$ cat src/rtl/flags_pkg.sv
// Shared definitions for the ALU flag register and its branch checkpoints.
package flags_pkg;

    localparam int unsigned ALU_FLAGS_WIDTH = 5;
    localparam int unsigned NZCV_WIDTH      = 4;

    // Bit positions inside the {Q,N,Z,C,V} flag vector
    localparam int unsigned FLAG_Q = 4;
    localparam int unsigned FLAG_N = 3;
    localparam int unsigned FLAG_Z = 2;
    localparam int unsigned FLAG_C = 1;
    localparam int unsigned FLAG_V = 0;

    // FlagsWrite bit positions
    localparam int unsigned FW_NZ = 1;
    localparam int unsigned FW_CV = 0;

    // Condition codes evaluated by the condition unit
    typedef enum logic [3:0] {
        EQ = 4'd0,  NE = 4'd1,  CS = 4'd2,  CC = 4'd3,
        MI = 4'd4,  PL = 4'd5,  VS = 4'd6,  VC = 4'd7,
        HI = 4'd8,  LS = 4'd9,  GE = 4'd10, LT = 4'd11,
        GT = 4'd12, LE = 4'd13, AL = 4'd14
    } cond_e;

    // Checkpoint payload: Q is sticky and never checkpointed
    typedef struct packed {
        logic n;
        logic z;
        logic c;
        logic v;
    } nzcv_t;

endpackage

$ cat src/rtl/ckpt_fifo.sv
// Circular buffer of flag snapshots, oldest entry presented on pop_data.
module ckpt_fifo
    import flags_pkg::*;
#(
    parameter int unsigned DEPTH = 2,
    parameter int unsigned WIDTH = NZCV_WIDTH
) (
    input  logic                     clk,
    input  logic                     reset,
    input  logic                     push,
    input  logic                     pop,
    input  logic                     flush,
    input  logic [WIDTH-1:0]         push_data,
    output logic [WIDTH-1:0]         pop_data,
    output logic [$clog2(DEPTH):0]   count,
    output logic                     full
);

    localparam int unsigned PTR_W = $clog2(DEPTH);
    localparam int unsigned CNT_W = PTR_W + 1;

    logic [WIDTH-1:0] mem [DEPTH];
    logic [PTR_W-1:0] rd_ptr;
    logic [PTR_W-1:0] wr_ptr;
    logic [CNT_W-1:0] count_next;

    // Occupancy after this edge; a same-cycle pop and push cancel out
    always_comb begin
        count_next = count;
        if (flush) begin
            count_next = '0;
        end else begin
            count_next = count + CNT_W'(push) - CNT_W'(pop);
        end
    end

    // Pointers wrap naturally because DEPTH is a power of two
    always_ff @(posedge clk or negedge reset) begin
        if (!reset) begin
            rd_ptr <= '0;
            wr_ptr <= '0;
            count  <= '0;
            full   <= 1'b0;
        end else begin
            if (flush) begin
                rd_ptr <= '0;
                wr_ptr <= '0;
            end else begin
                if (push) wr_ptr <= wr_ptr + PTR_W'(1);
                if (pop)  rd_ptr <= rd_ptr + PTR_W'(1);
            end
            count <= count_next;
            full  <= (count_next == CNT_W'(DEPTH));
        end
    end

    // Snapshot storage; contents are only read while the entry is valid
    always_ff @(posedge clk) begin
        if (push && !flush) begin
            mem[wr_ptr] <= push_data;
        end
    end

    assign pop_data = mem[rd_ptr];

endmodule

$ cat src/rtl/flags_reg.sv
// Architectural {Q,N,Z,C,V} register with branch checkpoint/restore.
module flags_reg #(
    parameter int unsigned CKPT_DEPTH      = 2,
    parameter int unsigned ALU_FLAGS_WIDTH = flags_pkg::ALU_FLAGS_WIDTH
) (
    input  logic                          clk,
    input  logic                          reset,
    input  logic                          stall,
    input  logic                          wr_valid,
    input  logic                          wr_cond_ex,
    input  logic [1:0]                    wr_mask,
    input  logic                          wr_sat,
    input  logic [ALU_FLAGS_WIDTH-1:0]    alu_flags,
    input  logic                          q_clear,
    input  logic                          ckpt_take,
    input  logic                          ckpt_release,
    input  logic                          ckpt_restore,
    output logic [ALU_FLAGS_WIDTH-1:0]    flags,
    output logic [ALU_FLAGS_WIDTH-1:0]    flags_fwd,
    output logic [$clog2(CKPT_DEPTH):0]   ckpt_count,
    output logic                          ckpt_full,
    output logic                          err
);

    import flags_pkg::FLAG_Q;
    import flags_pkg::FLAG_N;
    import flags_pkg::FLAG_Z;
    import flags_pkg::FLAG_C;
    import flags_pkg::FLAG_V;
    import flags_pkg::FW_NZ;
    import flags_pkg::FW_CV;
    import flags_pkg::NZCV_WIDTH;
    import flags_pkg::nzcv_t;

    logic  we;
    logic  take_en;
    logic  rel_en;
    logic  empty;
    logic  restore_en;
    logic  do_push;
    logic  do_pop;
    logic  err_set;
    nzcv_t head;
    nzcv_t snap;
    logic  [ALU_FLAGS_WIDTH-1:0] flags_next;
    logic  unused_alu_q;

    // The ALU's Q output is ignored; Q is driven by wr_sat only
    assign unused_alu_q = alu_flags[FLAG_Q];

    // Qualified strobes; restore overrides every other same-cycle request
    always_comb begin
        we         = wr_valid & wr_cond_ex & ~stall & ~ckpt_restore;
        take_en    = ckpt_take & ~stall & ~ckpt_restore;
        rel_en     = ckpt_release & ~stall & ~ckpt_restore;
        empty      = (ckpt_count == '0);
        restore_en = ckpt_restore & ~empty;
        do_pop     = rel_en & ~empty;
        do_push    = take_en & (~ckpt_full | rel_en);
        err_set    = (take_en & ckpt_full & ~rel_en)
                   | (rel_en & empty)
                   | (ckpt_restore & empty);
    end

    // Next flag value: restore reloads NZCV and keeps Q, otherwise masked write
    always_comb begin
        flags_next = flags;
        if (restore_en) begin
            flags_next[FLAG_N] = head.n;
            flags_next[FLAG_Z] = head.z;
            flags_next[FLAG_C] = head.c;
            flags_next[FLAG_V] = head.v;
        end else begin
            if (we && wr_mask[FW_NZ]) begin
                flags_next[FLAG_N] = alu_flags[FLAG_N];
                flags_next[FLAG_Z] = alu_flags[FLAG_Z];
            end
            if (we && wr_mask[FW_CV]) begin
                flags_next[FLAG_C] = alu_flags[FLAG_C];
                flags_next[FLAG_V] = alu_flags[FLAG_V];
            end
            if (we && wr_sat) begin
                flags_next[FLAG_Q] = 1'b1;
            end else if (q_clear && !stall) begin
                flags_next[FLAG_Q] = 1'b0;
            end
        end
    end

    assign flags_fwd = flags_next;

    // Snapshot includes any write landing in the same cycle as the take
    always_comb begin
        snap.n = flags_next[FLAG_N];
        snap.z = flags_next[FLAG_Z];
        snap.c = flags_next[FLAG_C];
        snap.v = flags_next[FLAG_V];
    end

    // Flag register and sticky protocol error
    always_ff @(posedge clk or negedge reset) begin
        if (!reset) begin
            flags <= '0;
            err   <= 1'b0;
        end else begin
            flags <= flags_next;
            if (err_set) err <= 1'b1;
        end
    end

    ckpt_fifo #(
        .DEPTH (CKPT_DEPTH),
        .WIDTH (NZCV_WIDTH)
    ) u_ckpt_fifo (
        .clk       (clk),
        .reset     (reset),
        .push      (do_push),
        .pop       (do_pop),
        .flush     (restore_en),
        .push_data (snap),
        .pop_data  (head),
        .count     (ckpt_count),
        .full      (ckpt_full)
    );

endmodule

$ cat config.mk
export PLATFORM = sky130hd
export DESIGN_NAME = flags_reg
export DESIGN_NICKNAME = d
export VERILOG_FILES = /design/src/rtl/flags_pkg.sv /design/src/rtl/ckpt_fifo.sv /design/src/rtl/flags_reg.sv
export SDC_FILE = /design/constraint.sdc
export NUM_CORES = 1
export LEC_CHECK = 0
export BUFFER_PORTS_ARGS = -buffer_cell sky130_fd_sc_hd__buf_4
export CAP_MARGIN = 20
export CORE_UTILIZATION = 45
export DETAILED_ROUTE_END_ITERATION = 12
export PLACE_DENSITY = 0.83
export REMOVE_ABC_BUFFERS = 1
export SLEW_MARGIN = 0
export SYNTH_ARGS = -nofsm -noshare
export SYNTH_HDL_FRONTEND = slang
export SYNTH_SLANG_ARGS = --single-unit
$ cat constraint.sdc
create_clock -name clk -period 2.5 [get_ports clk]
set_input_delay 0.25 -clock clk [delete_from_list [all_inputs] [get_ports clk]]
set_output_delay 0.25 -clock clk [all_outputs]
set_load 0.05 [all_outputs]
==> out/qor.yml <==
setup_path:
  critPathRequiredTime_ns: 2.25
  endpoint_kind: "output pin"
  worstSetupStartpoint: "u_ckpt_fifo.count[1]"
  critPathMaxFanout: 8
  critPathKind: "flop to output pin"
  path_cells: "o21ai_1 > nor2_1 > a311o_1 > buf_4"
  worst-r2r-setup-slack_ns: 0.38
  r2r-start: "u_ckpt_fifo.count[1]"
  slowest_delay_ns: 0.59
  r2r-end: "u_ckpt_fifo.full"
  critPathArrivalTime_ns: 1.96
  critPathLaunchType: "flop"
  r2r_cells: 8
  crit_path_top_delay_cell: "o21ai_1"
synth:
  ys_types: 31
  synth_edf_count: 8
  async_reset_ff_frac: 0.5789
  synth-xor-area-share: 0.03477
  ys.flop_type: "dfrtp_1"
  netlist_area_um2: 899.6
  synth-adder-area-share: 0.02782
  ys_ff_latch: 19
  synthMuxAreaShare: 0.04451
  postSynthAreaPerCell_um2: 12.32
  synth_compound_area_frac: 0.1293
  postSynthCellCount: 73
  synth_top_family_by_area: "simple AND/OR/NAND/NOR gates"
  yosysSeqAreaShare: 0.5730
  synthSimpleGateAreaFrac: 0.1572
  yosys_warnings: 0
clock_tree:
  cts_root_buffer: "clkbuf_4"
  clkSinkCount: 19
  clockBufferDepth: 2
  cts_buffers: 3
  clkTransAtPathRegs_ns: 0.11
  postCtsResizedCells: 0
  cts_tree: "yes"
  clk_latency_ns: 0.29
  h-tree-depth: 1
global_route:
  grt-ovfl-total: 0
  antenna_found_initial: 0
  grt_max_degree: 12
  grt_pass1_vias: 658
  grt_pass1_wl_um: 3098
  track_usage: 0.2096
  grt_util_met2: 0.3278
  use_met1: 0.2854
  busiest_layer: "met2"
  grtUsageMet3: 0.03529
worst_hold_path:
  holdPathStages: 2
  hold_start: "wr_sat"
  holdCritPathClass: "input port to flop"
  min_to: "flags[4]"
layout:
  drive_gt1_frac: 0.3774
  fillers: 144
  final_nets: 126
  final_cells: 131
  largest_reg_flops: 8
  design_area_um2: 1181
  postLayoutCoreUtil: 0.6556
  n_antenna_cell: 0
  syn_to_final_growth_pct: 31.29
detailed_routing:
  ant_nets: 0
  drt_pass1_iterations: 4
  viasPerCell: 5.298
  drc: 0
  drt_iter0_drc: 15
  vias: 694
  drt_wl_total_um: 1923
  wl_per_cell_um: 14.68
power:
  vdd_drop_max_uv: 728.9
  power-per-cell-area_nw_per_um2: 1227
  p_leak_nw: 0.5464
  power.total_w: 0.001449
floorplan:
  initial_utilization: 0.4993
  io_pins: 31
  dieArea_um2: 2182
  die_w_um: 46.71
  row_count: 15
  core-area_um2: 1802
  die_y_um: 46.71
sta:
  fmax_mhz: 452.4
  finalHoldViolations: 0
  relSlewSlack: 0.5262
  slew_violations: 0
  fin_skew_ns: 0.001667
  final-setup-viol-count: 0
  min_period_ns: 2.210
  rsz0062_at_grt: "no"
  max_slew.worst_pin.slew_ns: 0.7060
  finalSetupTns_ns: 0
  period_share: 0.8841
place:
  hpwl_um: 1450
  postPlaceCellArea_um2: 1145
  globalplace.congestion: 0.7003
  io_buffers: 29
  placed_cells: 126
job:
  drv_cap: 0
status:
  status: "completed"
==> synth_stat cells, types with 2 or more instances <==
master / instances / share of area
dfrtp_1: 11 / 0.31
edfxtp_1: 8 / 0.27
inv_1: 7 / 0.029
and3_1: 4 / 0.028
mux2i_1: 4 / 0.045
nor2_1: 4 / 0.017
a21oi_1: 3 / 0.017
a311o_1: 3 / 0.033
nand2_1: 3 / 0.013
a31o_2: 2 / 0.019
and2_1: 2 / 0.014
ha_1: 2 / 0.028
nand4_1: 2 / 0.014
==> critical path, delay by kind of cell, from the launching register on <==
kind / cells / cell delay (ns)
AO/OA/AOI/OAI: 2 / 0.93
buffers and inverters: 1 / 0.21
flip-flops: 1 / 0.43
AND/OR/NAND/NOR: 1 / 0.11
==> stage by stage <==
| step | hold WS [ns] | setup slack, ns |
|---|---|---|
| 6_report | 0.1943 | 0.2898 |
| 5_1_grt | 0.2010 | 0.1596 |
| 4_1_cts | 0.1943 | 0.2896 |
| 3_5_place_dp | 0.09756 | 0.4277 |
| 3_3_place_gp | 0.09290 | 0.4640 |
| 2_1_floorplan | -0.04559 | 0.3144 |
==> metal layers <==
metal / up-vias / routed length [µm] / share of wire
li1: 338 / - / -
met3: 4 / 96 / 0.050
met1: 325 / 888 / 0.46
met5: - / 0 / 0
met4: 0 / 27 / 0.014
met2: 27 / 910 / 0.47
==> cells by family after synthesis <==
kind of cell    count (synthesis)
compound gates                 15
xor+xnor                        2
fa+ha+maj                       2
buf+inv                         8
flops                          19
mux                             4
simple gates                   23
==> timing repair <==
item	CTS	global route
buffers inserted	0	0
endpoints found under the hold margin	11	0
hold buffers	1	0
==> layout make-up <==
type	instances	area [µm²]	share of cell area
Sequential cell	19	515.5	0.4364
Multi-Input combinational cell	46	354.1	0.2998
Timing Repair Buffer	30	227.7	0.1928
Tap cell	25	31.28	0.02648
Clock buffer	4	26.28	0.02225
Inverter	7	26.28	0.02225
==> where the power goes <==
group / switching, W / internal [W]
logic: 0.000529 / 0.000270
registers: 0.0000622 / 0.000430
clock network: 0.0000953 / 0.0000621
==> how the worst max path moves through the flow <==
stage	cells after the start	to	slack, ns
after floorplan	8	u_ckpt_fifo.full	0.31
after global placement	8	u_ckpt_fifo.full	0.46
after detailed placement	8	u_ckpt_fifo.full	0.43
after CTS	4	flags_fwd[1]	0.29
after global routing	4	flags_fwd[1]	0.16
final	4	flags_fwd[1]	0.29
==> layout by cell type (no fill, tap or decap), drive strengths merged, types with 3 or more instances in the layout <==
| cell | count |
|---|---|
| and3 | 5 |
| a21oi | 3 |
| nor2 | 4 |
| a311o | 3 |
| clkbuf | 4 |
| mux2i | 4 |
| edfxtp | 8 |
| buf | 29 |
| nand2 | 3 |
| inv | 7 |
| dfrtp | 11 |
(Power assumes the default switching activity.)
